===== config.mk =====
export PLATFORM = sky130hd
export DESIGN_NAME = data_sync_ctrl
export DESIGN_NICKNAME = d
export VERILOG_FILES = /design/src/rtl/data_sync_ctrl.sv
export SDC_FILE = /design/constraint.sdc
export NUM_CORES = 1
export LEC_CHECK = 0
export ABC_AREA = 1
export CAP_MARGIN = 20
export CORE_UTILIZATION = 40
export CTS_CLUSTER_DIAMETER = 50
export DETAILED_ROUTE_END_ITERATION = 10
export GPL_ROUTABILITY_DRIVEN = 1
export PLACE_DENSITY = 0.76
export SYNTH_ARGS = -nofsm -noshare
export SYNTH_HDL_FRONTEND = slang
export SYNTH_SLANG_ARGS = --single-unit

===== constraint.sdc =====
create_clock -name CLK -period 1.35 [get_ports CLK]
set_input_delay 0.135 -clock CLK [delete_from_list [all_inputs] [get_ports CLK]]
set_output_delay 0.135 -clock CLK [all_outputs]
set_load 0.005 [all_outputs]

===== src/rtl/data_sync_ctrl.sv =====
// data_sync_ctrl
// Destination-domain side of a 4-phase REQ/ACK multi-bit clock-domain crossing.
// The source request level is synchronized through a NUM_STAGES flop chain.
// The source bus is captured once per handshake and offered on a valid/ready port.
// ACK is returned to the source once the consumer has taken the word.
// ACK is dropped again when the synchronized request has returned to zero.

module data_sync_ctrl #(
  parameter int NUM_STAGES = 2,
  parameter int BUS_WIDTH  = 8
) (
  input  logic                 CLK,
  input  logic                 RST,
  input  logic                 UNSYNC_REQ,
  input  logic [BUS_WIDTH-1:0] UNSYNC_BUS,
  input  logic                 SYNC_READY,
  input  logic                 ERR_CLR,
  output logic [BUS_WIDTH-1:0] SYNC_BUS,
  output logic                 SYNC_VALID,
  output logic                 ACK,
  output logic                 BUSY,
  output logic                 ERR
);

  typedef enum logic [1:0] {
    ST_IDLE  = 2'd0,
    ST_VALID = 2'd1,
    ST_ACK   = 2'd2
  } state_t;

  state_t                 state_q;
  logic [NUM_STAGES-1:0]  sync_q;
  logic [NUM_STAGES-1:0]  sync_d;
  logic                   req_s;
  logic [BUS_WIDTH-1:0]   bus_q;
  logic                   valid_q;
  logic                   ack_q;
  logic                   err_q;

  // Next value of the request synchronizer: shift the raw request in at bit 0.
  always_comb begin
    sync_d = {sync_q[NUM_STAGES-2:0], UNSYNC_REQ};
  end

  // Request synchronizer chain; the raw request is touched nowhere else.
  always_ff @(posedge CLK or negedge RST) begin
    if (!RST) begin
      sync_q <= '0;
    end else begin
      sync_q <= sync_d;
    end
  end

  assign req_s = sync_q[NUM_STAGES-1];

  // Handshake FSM with registered data, valid, acknowledge and error outputs.
  // ERR_CLR is applied first so that a withdraw event in the same cycle wins.
  always_ff @(posedge CLK or negedge RST) begin
    if (!RST) begin
      state_q <= ST_IDLE;
      bus_q   <= '0;
      valid_q <= 1'b0;
      ack_q   <= 1'b0;
      err_q   <= 1'b0;
    end else begin
      if (ERR_CLR) begin
        err_q <= 1'b0;
      end
      case (state_q)
        ST_IDLE: begin
          // Capture only on a fresh request seen from IDLE.
          if (req_s) begin
            bus_q   <= UNSYNC_BUS;
            valid_q <= 1'b1;
            state_q <= ST_VALID;
          end
        end
        ST_VALID: begin
          if (!req_s) begin
            // Source withdrew before the word was consumed; keep the stale bus.
            valid_q <= 1'b0;
            err_q   <= 1'b1;
            state_q <= ST_IDLE;
          end else if (SYNC_READY) begin
            valid_q <= 1'b0;
            ack_q   <= 1'b1;
            state_q <= ST_ACK;
          end
        end
        ST_ACK: begin
          // Wait for the return-to-zero phase; no recapture in this state.
          if (!req_s) begin
            ack_q   <= 1'b0;
            state_q <= ST_IDLE;
          end
        end
        default: begin
          // Unreachable encoding: recover to a quiet IDLE.
          valid_q <= 1'b0;
          ack_q   <= 1'b0;
          state_q <= ST_IDLE;
        end
      endcase
    end
  end

  assign SYNC_BUS   = bus_q;
  assign SYNC_VALID = valid_q;
  assign ACK        = ack_q;
  assign ERR        = err_q;
  assign BUSY       = (state_q != ST_IDLE);

endmodule


### Yosys cells after proc, flatten, opt, wreduce, memory -nomap -nowiden

Cells that the tools add are included.

| word-level totals | value |
|---|---|
| register bits | 15 |
| input port bits | 13 |
| logic and storage cells | 37 |
| output and inout port bits | 12 |

| operators by class | value |
|---|---|
| reductions and logical operators | 6 |
| mux-type cells | 16 |
| equal/unequal tests | 7 |
| bitwise operators | 2 |

Operators by type and width:

| cell | number |
|---|---|
| 1-bit 2-to-1 mux | 9 |
| 2-bit 2-to-1 mux | 4 |
| 2-bit != test (second input constant) | 4 |
| 1-bit case mux with 3 select lines | 2 |
| 2-bit case mux with 3 select lines | 1 |
| 3-bit AND reduction | 2 |
| 4-bit AND reduction | 1 |
| 3-bit != test (second input constant) | 1 |
| 2-bit by 1-bit equality test with 1-bit output (second input constant) | 1 |
| 2-bit equality test (second input constant) | 1 |
| 2-bit zero test | 1 |
| 1-bit inverter | 2 |
| 2-bit AND reduction | 1 |
| 2-bit nonzero test | 1 |

### Longest topological paths before layout

Gate-level depths: netlist of run 1.

| logic depth | value |
|---|---|
| depth after elaboration | 3 |
| gate-level depth with buffers | 5 |
| depth with buffers taken out | 5 |

### Worst setup path after synthesis of run 1

Ideal clock, no wire load.

| timing | value |
|---|---|
| path kind | register to register |
| from | register state_q[1] |
| to | register bus_q[0] (netlist: SYNC_BUS[0]) |
| data required time | 1,234 ps |
| path buffers | 0 |
| slack | 393 ps |
| data arrival time | 840 ps |
| stages on the path, launching flop included | 5 |
| period minus slack after synthesis | 957 ps |
| library setup time | 116 ps |
| cells stage by stage | dfrtp_1 -> nor2_4 -> nand2_4 -> nand2_1 -> nand2_1 |

| on the way | value |
|---|---|
| cells in the longest elaborated chain, start to end | 2 |

Ends and longest elaborated chain:

| element | line | RTL |
|---|---|---|
| start, declared | 31 | `state_t state_q;` |
| start signal, assigned | 60 | `state_q <= ST_IDLE;` |
| start signal, assigned | 75 | `state_q <= ST_VALID;` |
| start signal, assigned | 83 | `state_q <= ST_IDLE;` |
| 2-bit zero test | 69 | `case (state_q)` |
| 2-bit AND reduction (no source line) | - |  |
| end signal, assigned | 61 | `bus_q <= '0;` |
| end signal, assigned | 73 | `bus_q <= UNSYNC_BUS;` |
| end, declared | 35 | `logic [BUS_WIDTH-1:0] bus_q;` |

Every way passes these cells.
A chain may end at the register's enable or synchronous reset.

### Worst setup path after layout of run 1

| timing | value |
|---|---|
| from | register bus_q[7] (netlist: SYNC_BUS[7]) |
| to | output SYNC_BUS[7] |

RTL lines:

| element | line | RTL |
|---|---|---|
| end, declared | 18 | `output logic [BUS_WIDTH-1:0] SYNC_BUS,` |

No word-level cell between the ends.

==> results.sh, run 1 <==
export IMPL_nets=112
export IMPL_finalCritPeriodShare_pct=96.1
export IMPL_drt_vias_per_instance=4.57
export IMPL_critPathTopFamily="buffers and inverters"
export IMPL_critPathSlowestCell="clkdlybuf4s50_1"
export IMPL_critPathCaptureType="output pin"
export IMPL_synth_cell_types=13
export IMPL_yosys_top_cells_count="21 x nand2_1, 15 x dfrtp_1, 10 x nand3_1"
export IMPL_yosysMostFrequentCell="nand2_1"
export IMPL_cp_data_required_time_ps=1220
export IMPL_synth_top_area_share_pct=62.0
export IMPL_holdCritPathClass="input pin to asynchronous set/reset pin"
export IMPL_die_y_um=40.9
export IMPL_hold_buffers=0
export IMPL_path_cells="clkdlybuf4s50_1"
export IMPL_ys_seq_area_share_pct=62.0
export IMPL_syn_num_nets=78
export IMPL_max_vdd_ir_drop_mv=0.648
export IMPL_layout_drive_gt1_share_pct=14.3
export IMPL_whs_ps=140
export IMPL_cts_root_buf="clkbuf_4"
export IMPL_synth_main_ff_cell="dfrtp_1"
export IMPL_setup_worst_path_class="register to output pin"
export IMPL_cp_start_kind="register"
export IMPL_crit_arrival_ps=1160
export IMPL_syn2layout_area_growth_pct=54.8
export IMPL_crit_buf_inv=1
export IMPL_drtPass1Iterations=4
export IMPL_tightestPinTransition_ps=283
export IMPL_synth_largest_area_cell="dfrtp_1"
export IMPL_num_antenna_cells=0
export IMPL_fin_area_um2=937
export IMPL_synth_area_top_cells="dfrtp_1 62%, nand2_1 13%, nand3_1 8.3%"
export IMPL_slowest_delay_ps=510
export IMPL_clkSlewWorstSetupHoldPaths_ps=100
export IMPL_period_needed_ps=1300
export IMPL_grt_pass1_vias=470
export IMPL_ys_seq_elements=15
export IMPL_fmax_mhz=771
export IMPL_drt_iter0_drc=7
export IMPL_status="finished clean"
export IMPL_syn_area_per_cell_um2=9.32
export IMPL_numCtsBuffers=3
export IMPL_p_per_area_nw_per_um2=1230
export IMPL_multi_input_area_um2=189
export IMPL_yosysWarningCount=0
export IMPL_ioPinCount=25
export IMPL_placementRows=13
export IMPL_grt_ovfl_total=0
export IMPL_cp_max_fo=2
export IMPL_place_area_um2=880
export IMPL_cts_tree="yes"
export IMPL_synth_edf_count=0
export IMPL_initial_core_util_pct=44.9
export IMPL_die_area_um2=1670
export IMPL_core_area_um2=1350
export IMPL_clockBufferDepth=2
export IMPL_drc=0
export IMPL_globalplace_congestion=0.634
export IMPL_leakage_nw=0.498
export IMPL_drv_cap=0
export IMPL_dp_hpwl_um=973
export IMPL_async_flop_share_pct=100
export IMPL_wirelength_um=1380
export IMPL_maxSlewViolCount=0
export IMPL_hold_viol_final=0
export IMPL_wire_per_inst_um=12.2
export IMPL_clkSinkCount=15
export IMPL_portBuffers=24
export IMPL_grt_pass1_wl_um=1950
export IMPL_setup_viol=0
export IMPL_vias=516
export IMPL_die_w_um=40.9
export IMPL_fillers=114
export IMPL_syn_inst=65
export IMPL_antenna_found_initial=0
export IMPL_netlist_area_um2=606
export IMPL_insertion_delay_ps=290
export IMPL_htree_levels=1
export IMPL_grt_use_total_pct=19.4
export IMPL_max_slew_margin_pct=81.2
export IMPL_regArea_um2=377
export IMPL_grt_max_degree=16
export IMPL_ant_nets=0
export IMPL_fin_skew_ps=9.02
## per-layer routing
metal | track usage, % | wire [um] | vias up
met3 | 6.52 | 89 | 2
met4 | 13.3 | 13 | 0
met5 | 0 | 0 | -
met2 | 31.3 | 689 | 16
li1 | - | - | 266
met1 | 21.2 | 583 | 232
## path summary, 6_finish.rpt
check	startpoint	endpoint	slack [ps]	cells past startpoint
max	SYNC_BUS[7]$_DFFE_PN0P_	SYNC_BUS[7]	50	1
min in group CLK	UNSYNC_REQ	sync_q[0]$_DFF_PN0_	280	1
min reg2reg	sync_q[0]$_DFF_PN0_	sync_q[1]$_DFF_PN0_	370	0
max in group asynchronous	RST	state_q[1]$_DFFE_PN0P_	1020	2
min	RST	SYNC_BUS[4]$_DFFE_PN0P_	140	2
max reg2reg	sync_q[1]$_DFF_PN0_	ACK$_DFFE_PN0P_	280	3
## sequential cells by signal, summed over array words and instances, names as in the netlist
name / flops
ACK: 1
ERR: 1
sync_q: 2
SYNC_VALID: 1
state_q: 2
SYNC_BUS: 8
## where the power goes
| group | total, mW | internal [mW] | switching [mW] |
|---|---|---|---|
| combinational | 0.325 | 0.200 | 0.125 |
| sequential | 0.562 | 0.521 | 0.0413 |
| clock | 0.268 | 0.113 | 0.155 |
## metrics by stage
stage | total power [mW] | utilization [%] | setup slack [ps] | setup TNS [ps] | instances
2_1_floorplan | 0.676 | - | 393 | 0 | 65
3_3_place_gp | 0.879 | 65.2 | 203 | 0 | 106
3_5_place_dp | 0.890 | 65.2 | 182 | 0 | 106
4_1_cts | 1.16 | 68.5 | 35.5 | 0 | 112
5_1_grt | 1.24 | 69.4 | -5.72 | -5.72 | 113
6_report | 1.16 | 69.4 | 53.0 | 0 | 113
## kinds of logic after synthesis
family	count (synthesis)	synth area share [%]
AND/OR/NAND/NOR	37	28.7
flip-flops	15	62.0
buffers and inverters	10	6.82
AO/OA/AOI/OAI	3	2.48
## cell usage in the layout (no fill, tap or decap)
cell,count
dfrtp_1,14
nand2_1,21
clkdlybuf4s50_1,21
clkbuf_4,3
dlygate4sd2_1,1
buf_4,6
a21oi_1,2
nor2_1,1
nand3_1,10
inv_1,9
nand3b_1,1
o21ai_0,1
dfrtp_2,1
clkinvlp_4,1
nor2_4,1
nor3_1,1
dlymetal6s2s_1,2
nand2_2,1
nand2_4,1
## area by class of cell
type	count	area share (%)
clock inverters	1	0.801
flip-flops and latches	15	40.2
clock buffers	3	2.40
inverters	9	3.60
multi-input cells	40	20.2
well taps	15	2.00
repair buffers	30	30.8
## what timing repair did
action,in CTS,in global routing
buffers inserted,2,1
resized for setup,2,2
setup endpoints to repair,1,3
Note: power is estimated with default switching activity, not from simulation.
==> inputs of run 2 (changes only) <==
--- a/config.mk
+++ b/config.mk
@@ -7,11 +7,12 @@
 export LEC_CHECK = 0
 export ABC_AREA = 1
 export CAP_MARGIN = 20
-export CORE_UTILIZATION = 40
+export CORE_MARGIN = 2
+export CORE_UTILIZATION = 36
 export CTS_CLUSTER_DIAMETER = 50
 export DETAILED_ROUTE_END_ITERATION = 10
 export GPL_ROUTABILITY_DRIVEN = 1
-export PLACE_DENSITY = 0.76
+export PLACE_DENSITY = 0.72
 export SYNTH_ARGS = -nofsm -noshare
 export SYNTH_HDL_FRONTEND = slang
 export SYNTH_SLANG_ARGS = --single-unit
==> constraint.sdc (replaced) <==
create_clock -name CLK -period 1 [get_ports CLK]
set_input_delay 0.1 -clock CLK [delete_from_list [all_inputs] [get_ports CLK]]
set_output_delay 0.1 -clock CLK [all_outputs]
set_load 0.005 [all_outputs]
==> run 2 against run 1 <==
The run now ends with setup timing left. Register-to-register slack lost 310 ps. Sequential power is 35% higher. Die area is 21% higher. Clock skew fell by 8.4 ps. Largest power group unchanged. Highest routed layer unchanged.
==> results.sh, run 2 (synthesized netlist as in run 1, its figures left out) <==
export IMPL_period_needed_ps=1090
export IMPL_clkSlewWorstSetupHoldPaths_ps=90
export IMPL_grt_use_total_pct=15.5
export IMPL_htree_levels=1
export IMPL_cp_max_fo=2
export IMPL_place_area_um2=896
export IMPL_critPathSlowestCell="dfrtp_1"
export IMPL_placementRows=14
export IMPL_placed_cells=109
export IMPL_status="finished with violations"
export IMPL_drtPass1Iterations=4
export IMPL_clockBufferDepth=2
export IMPL_clkSinkCount=15
export IMPL_max_slew_margin_pct=87.1
export IMPL_hold_viol_final=0
export IMPL_critPathCaptureType="output pin"
export IMPL_syn2layout_area_growth_pct=57.6
export IMPL_final_cell_mix="21 x nand2_1, 14 x dfrtp_1, 12 x clkdlybuf4s50_1"
export IMPL_multi_input_area_um2=205
export IMPL_grt_pass1_vias=546
export IMPL_die_area_um2=2030
export IMPL_max_vdd_ir_drop_mv=0.963
export IMPL_grt_pass1_wl_um=2230
export IMPL_portBuffers=24
export IMPL_ant_nets=0
export IMPL_fin_skew_ps=0.653
export IMPL_core_area_um2=1540
export IMPL_cp_start_kind="register"
export IMPL_cts_root_buf="clkbuf_4"
export IMPL_setup_worst_path_class="register to output pin"
export IMPL_insertion_delay_ps=280
export IMPL_slowest_delay_ps=420
export IMPL_die_w_um=45.0
export IMPL_dp_hpwl_um=985
export IMPL_globalplace_congestion=0.801
export IMPL_largest_reg_flops=8
export IMPL_maxSlewViolCount=0
export IMPL_leakage_nw=0.494
export IMPL_finalCritPeriodShare_pct=109
export IMPL_num_antenna_cells=0
export IMPL_layout_drive_gt1_share_pct=20.8
export IMPL_setup_ws_ps=-90.0
export IMPL_drc=0
export IMPL_regArea_um2=377
export IMPL_path_cells="nor2_4 -> inv_1 -> buf_2"
export IMPL_setup_viol=9
export IMPL_grt_ovfl_total=0
export IMPL_fin_cells=117
export IMPL_initial_core_util_pct=39.3
export IMPL_numCtsBuffers=3
export IMPL_fmax_mhz=917
export IMPL_drt_vias_per_instance=4.47
export IMPL_drt_iter0_drc=1
export IMPL_violations="setup timing"
export IMPL_pre_cts_ws_ps=-89.7
export IMPL_p_per_area_nw_per_um2=1610
export IMPL_drv_cap=0
export IMPL_ioPinCount=25
export IMPL_tightestPinTransition_ps=193
export IMPL_fillers=139
export IMPL_cp_data_required_time_ps=900
export IMPL_nets=115
export IMPL_fin_area_um2=955
export IMPL_holdCritPathClass="input pin to asynchronous set/reset pin"
export IMPL_crit_arrival_ps=990
export IMPL_grt_max_degree=16
export IMPL_vias=523
export IMPL_antenna_found_initial=0
export IMPL_wirelength_um=1400
export IMPL_cts_tree="yes"
export IMPL_die_y_um=45.0
export IMPL_hold_buffers=0
export IMPL_final_common_cell="nand2_1"
export IMPL_utilization_pct=61.9
export IMPL_rsz0062_at_grt="yes"
export IMPL_wire_per_inst_um=12.0
run 2: cell types whose count changed in the layout (fill, tap and decap cells not counted), sizes merged:
cell	change
clkdlybuf4s15	+9
dlygate4sd2	-1
clkdlybuf4s50	-9
clkinvlp	-1
buf	+4
clkbuf	+3
dlymetal6s2s	-2
run 2: final timing paths:
| kind | start | end | slack (ps) | cells past startpoint |
|---|---|---|---|---|
| max in group asynchronous | RST | sync_q[1]$_DFF_PN0_ | 700 | 2 |
| worst min register to register | sync_q[0]$_DFF_PN0_ | sync_q[1]$_DFF_PN0_ | 360 | 0 |
| worst min-delay path | RST | SYNC_BUS[4]$_DFFE_PN0P_ | 110 | 2 |
| worst max register to register | state_q[0]$_DFFE_PN0P_ | SYNC_BUS[5]$_DFFE_PN0P_ | -30 | 5 |
| worst max-delay path | state_q[0]$_DFFE_PN0P_ | BUSY | -90 | 3 |
| min in group CLK | UNSYNC_REQ | sync_q[0]$_DFF_PN0_ | 250 | 1 |
run 2: report_power, final:
group	internal (mW)	total (mW)	switching, mW
clock network	0.155	0.352	0.197
registers	0.703	0.758	0.0548
logic	0.248	0.431	0.183
total	1.11	1.54	0.435
run 2: repair_timing:
item | CTS | global route
buffers inserted | 1 | 4
pin swaps | 1 | 0
endpoints found under the setup margin | 22 | 16
gates resized for setup | 28 | 4
run 2: area by class of cell:
type                       instances  share of cell area [%]
inverter                           9                    3.54
timing repair buffer              33                    30.7
multi-input combinational         40                    21.5
clock buffer                       4                    2.75
sequential                        15                    39.4
tap                               16                    2.10
run 2: layer usage:
metal | wire length [um] | track usage (%) | vias to the layer above
met5 | 0 | 0 | -
met4 | 29 | 11.2 | 0
met3 | 53 | 2.40 | 4
met2 | 782 | 26.9 | 14
met1 | 538 | 17.0 | 230
li1 | - | - | 275
run 2: worst max-delay path: cells and delay by family, from the launching register on:
kind	cells	cell delay, ps
buf+inv	2	170
flops	1	420
simple gates	1	120
run 2: per-stage QoR:
stage / total power, mW / setup TNS [ps] / hold slack [ps]
floorplan: 0.913 / 0 / -196
global placement: 1.20 / -76.5 / 335
detailed placement: 1.21 / -215 / 339
CTS: 1.53 / -252 / 115
global route: 1.63 / -900 / 141
finish: 1.54 / -197 / 115
==> inputs of run 3 (changes only) <==
--- a/config.mk
+++ b/config.mk
@@ -13,6 +13,7 @@
 export DETAILED_ROUTE_END_ITERATION = 10
 export GPL_ROUTABILITY_DRIVEN = 1
 export PLACE_DENSITY = 0.72
+export REMOVE_ABC_BUFFERS = 1
 export SYNTH_ARGS = -nofsm -noshare
 export SYNTH_HDL_FRONTEND = slang
 export SYNTH_SLANG_ARGS = --single-unit
==> run 3 against run 2 <==
The run still ends with setup timing left. Maximum frequency increased by 2.5%. Highest routed layer unchanged. Setup slack better by 26 ps. Critical path depth is the same. First-iteration DRC count grew to 9.0 times the previous value. Sequential share of layout area grew 2.2 points. Non-clock buffer count did not move. Clock-buffer cell count unchanged. Utilization is 3.2 points lower. Wire length shrank 12%. Largest power group unchanged. Worst hold slack gained 6.6 ps. Register-to-register slack hardly changed.
==> results.sh, run 3 (synthesized netlist as in run 1, its figures left out) <==
export IMPL_finalCritPeriodShare_pct=106
export IMPL_nets=115
export IMPL_cts_root_buf="clkbuf_4"
export IMPL_insertion_delay_ps=280
export IMPL_num_antenna_cells=0
export IMPL_period_needed_ps=1060
export IMPL_wire_per_inst_um=10.6
export IMPL_utilization_pct=58.7
export IMPL_htree_levels=1
export IMPL_grt_max_degree=16
export IMPL_die_y_um=45.0
export IMPL_globalplace_congestion=0.674
export IMPL_p_total_mw=1.49
export IMPL_setup_worst_path_class="register to output pin"
export IMPL_drv_cap=0
export IMPL_crit_arrival_ps=960
export IMPL_wirelength_um=1240
export IMPL_hold_viol_final=0
export IMPL_drc=0
export IMPL_syn2layout_area_growth_pct=49.4
export IMPL_drtPass1Iterations=4
export IMPL_grt_use_total_pct=14.2
export IMPL_largest_reg_flops=8
export IMPL_core_area_um2=1540
export IMPL_pre_cts_ws_ps=-76.2
export IMPL_cp_max_fo=2
export IMPL_critPathSlowestCell="dfrtp_1"
export IMPL_layout_drive_gt1_share_pct=28.7
export IMPL_status="finished with violations"
export IMPL_drt_iter0_drc=9
export IMPL_violations="setup timing"
export IMPL_rsz0062_at_grt="yes"
export IMPL_ioPinCount=25
export IMPL_clkSlewWorstSetupHoldPaths_ps=90
export IMPL_setup_ws_ps=-63.8
export IMPL_grt_pass1_wl_um=2050
export IMPL_hold_buffers=0
export IMPL_final_common_cell="nand2_1"
export IMPL_path_cells="nor2_4 -> inv_1 -> buf_2"
export IMPL_max_slew_margin_pct=87.2
export IMPL_maxSlewViolCount=0
export IMPL_drt_vias_per_instance=4.68
export IMPL_tightestPinTransition_ps=192
export IMPL_dp_hpwl_um=923
export IMPL_clockBufferDepth=2
export IMPL_antenna_found_initial=0
export IMPL_crit_buf_inv=2
export IMPL_die_w_um=45.0
export IMPL_cts_tree="yes"
export IMPL_fmax_mhz=940
export IMPL_clkSinkCount=15
export IMPL_critPathCaptureType="output pin"
export IMPL_initial_core_util_pct=39.3
export IMPL_die_area_um2=2030
export IMPL_grt_ovfl_total=0
export IMPL_grt_pass1_vias=532
export IMPL_slowest_delay_ps=420
export IMPL_cp_start_kind="register"
export IMPL_cp_data_required_time_ps=900
export IMPL_ant_nets=0
export IMPL_portBuffers=24
export IMPL_setup_viol=10
export IMPL_vias=547
export IMPL_p_per_area_nw_per_um2=1640
export IMPL_critPathTopFamily="flip-flops"
export IMPL_placementRows=14
export IMPL_fin_skew_ps=3.51
export IMPL_leakage_nw=0.494
export IMPL_final_cell_mix="21 x nand2_1, 14 x dfrtp_1, 12 x clkdlybuf4s50_1"
export IMPL_numCtsBuffers=3
export IMPL_holdCritPathClass="input pin to asynchronous set/reset pin"
export IMPL_max_vdd_ir_drop_mv=0.660
export IMPL_whs_ps=121
-- run 3: path summary, 6_finish.rpt --
check | cells past startpoint | slack, ps | from | end
max | 3 | -60 | state_q[0]$_DFFE_PN0P_ | BUSY
min | 2 | 120 | RST | state_q[1]$_DFFE_PN0P_
min in group CLK | 1 | 250 | UNSYNC_REQ | sync_q[0]$_DFF_PN0_
max reg2reg | 5 | -20 | state_q[0]$_DFFE_PN0P_ | SYNC_BUS[6]$_DFFE_PN0P_
min reg2reg | 0 | 370 | sync_q[0]$_DFF_PN0_ | sync_q[1]$_DFF_PN0_
max in group asynchronous | 2 | 690 | RST | sync_q[1]$_DFF_PN0_
-- run 3: through the flow --
stage | setup TNS (ps) | area, um^2 | cells
floorplan | 0 | 598 | 64
global placement | -91.7 | 903 | 110
detailed placement | -229 | 903 | 110
CTS | -380 | 940 | 116
global route | -727 | 905 | 117
finish | -184 | 905 | 117
-- run 3: final cells by class --
| cell class | instances | area (um^2) |
|---|---|---|
| multi-input cells | 40 | 195 |
| clock buffers | 4 | 26.3 |
| well taps | 16 | 20.0 |
| fillers | 151 | 637 |
| flip-flops and latches | 15 | 377 |
| inverters | 9 | 33.8 |
| repair buffers | 33 | 253 |
-- run 3: per-layer routing --
| metal | GRT usage (%) | part of all wire (%) | vias up |
|---|---|---|---|
| li1 | - | - | 274 |
| met1 | 16.7 | 42 | 255 |
| met2 | 23.7 | 50 | 16 |
| met3 | 4.00 | 6.3 | 2 |
| met4 | 7.06 | 1.5 | 0 |
| met5 | 0 | 0 | - |
-- run 3: repair_timing --
item                                   4_1_cts  5_1_grt
pin swaps                                    1        1
setup endpoints to repair                   21       22
endpoints found under the hold margin        0        0
buffers inserted                             2        1
gates resized for setup                     26       13
-- run 3: power breakdown --
group	internal [mW]	switching [mW]
Sequential	0.703	0.0568
Combinational	0.215	0.170
Clock	0.155	0.187
Total	1.07	0.413
-- run 3: worst register-to-register path: cells and delay by family, from the launching register on --
family | cells | cell delay [ps]
buffers and inverters | 1 | 170
AND/OR/NAND/NOR | 4 | 340
flip-flops | 1 | 420
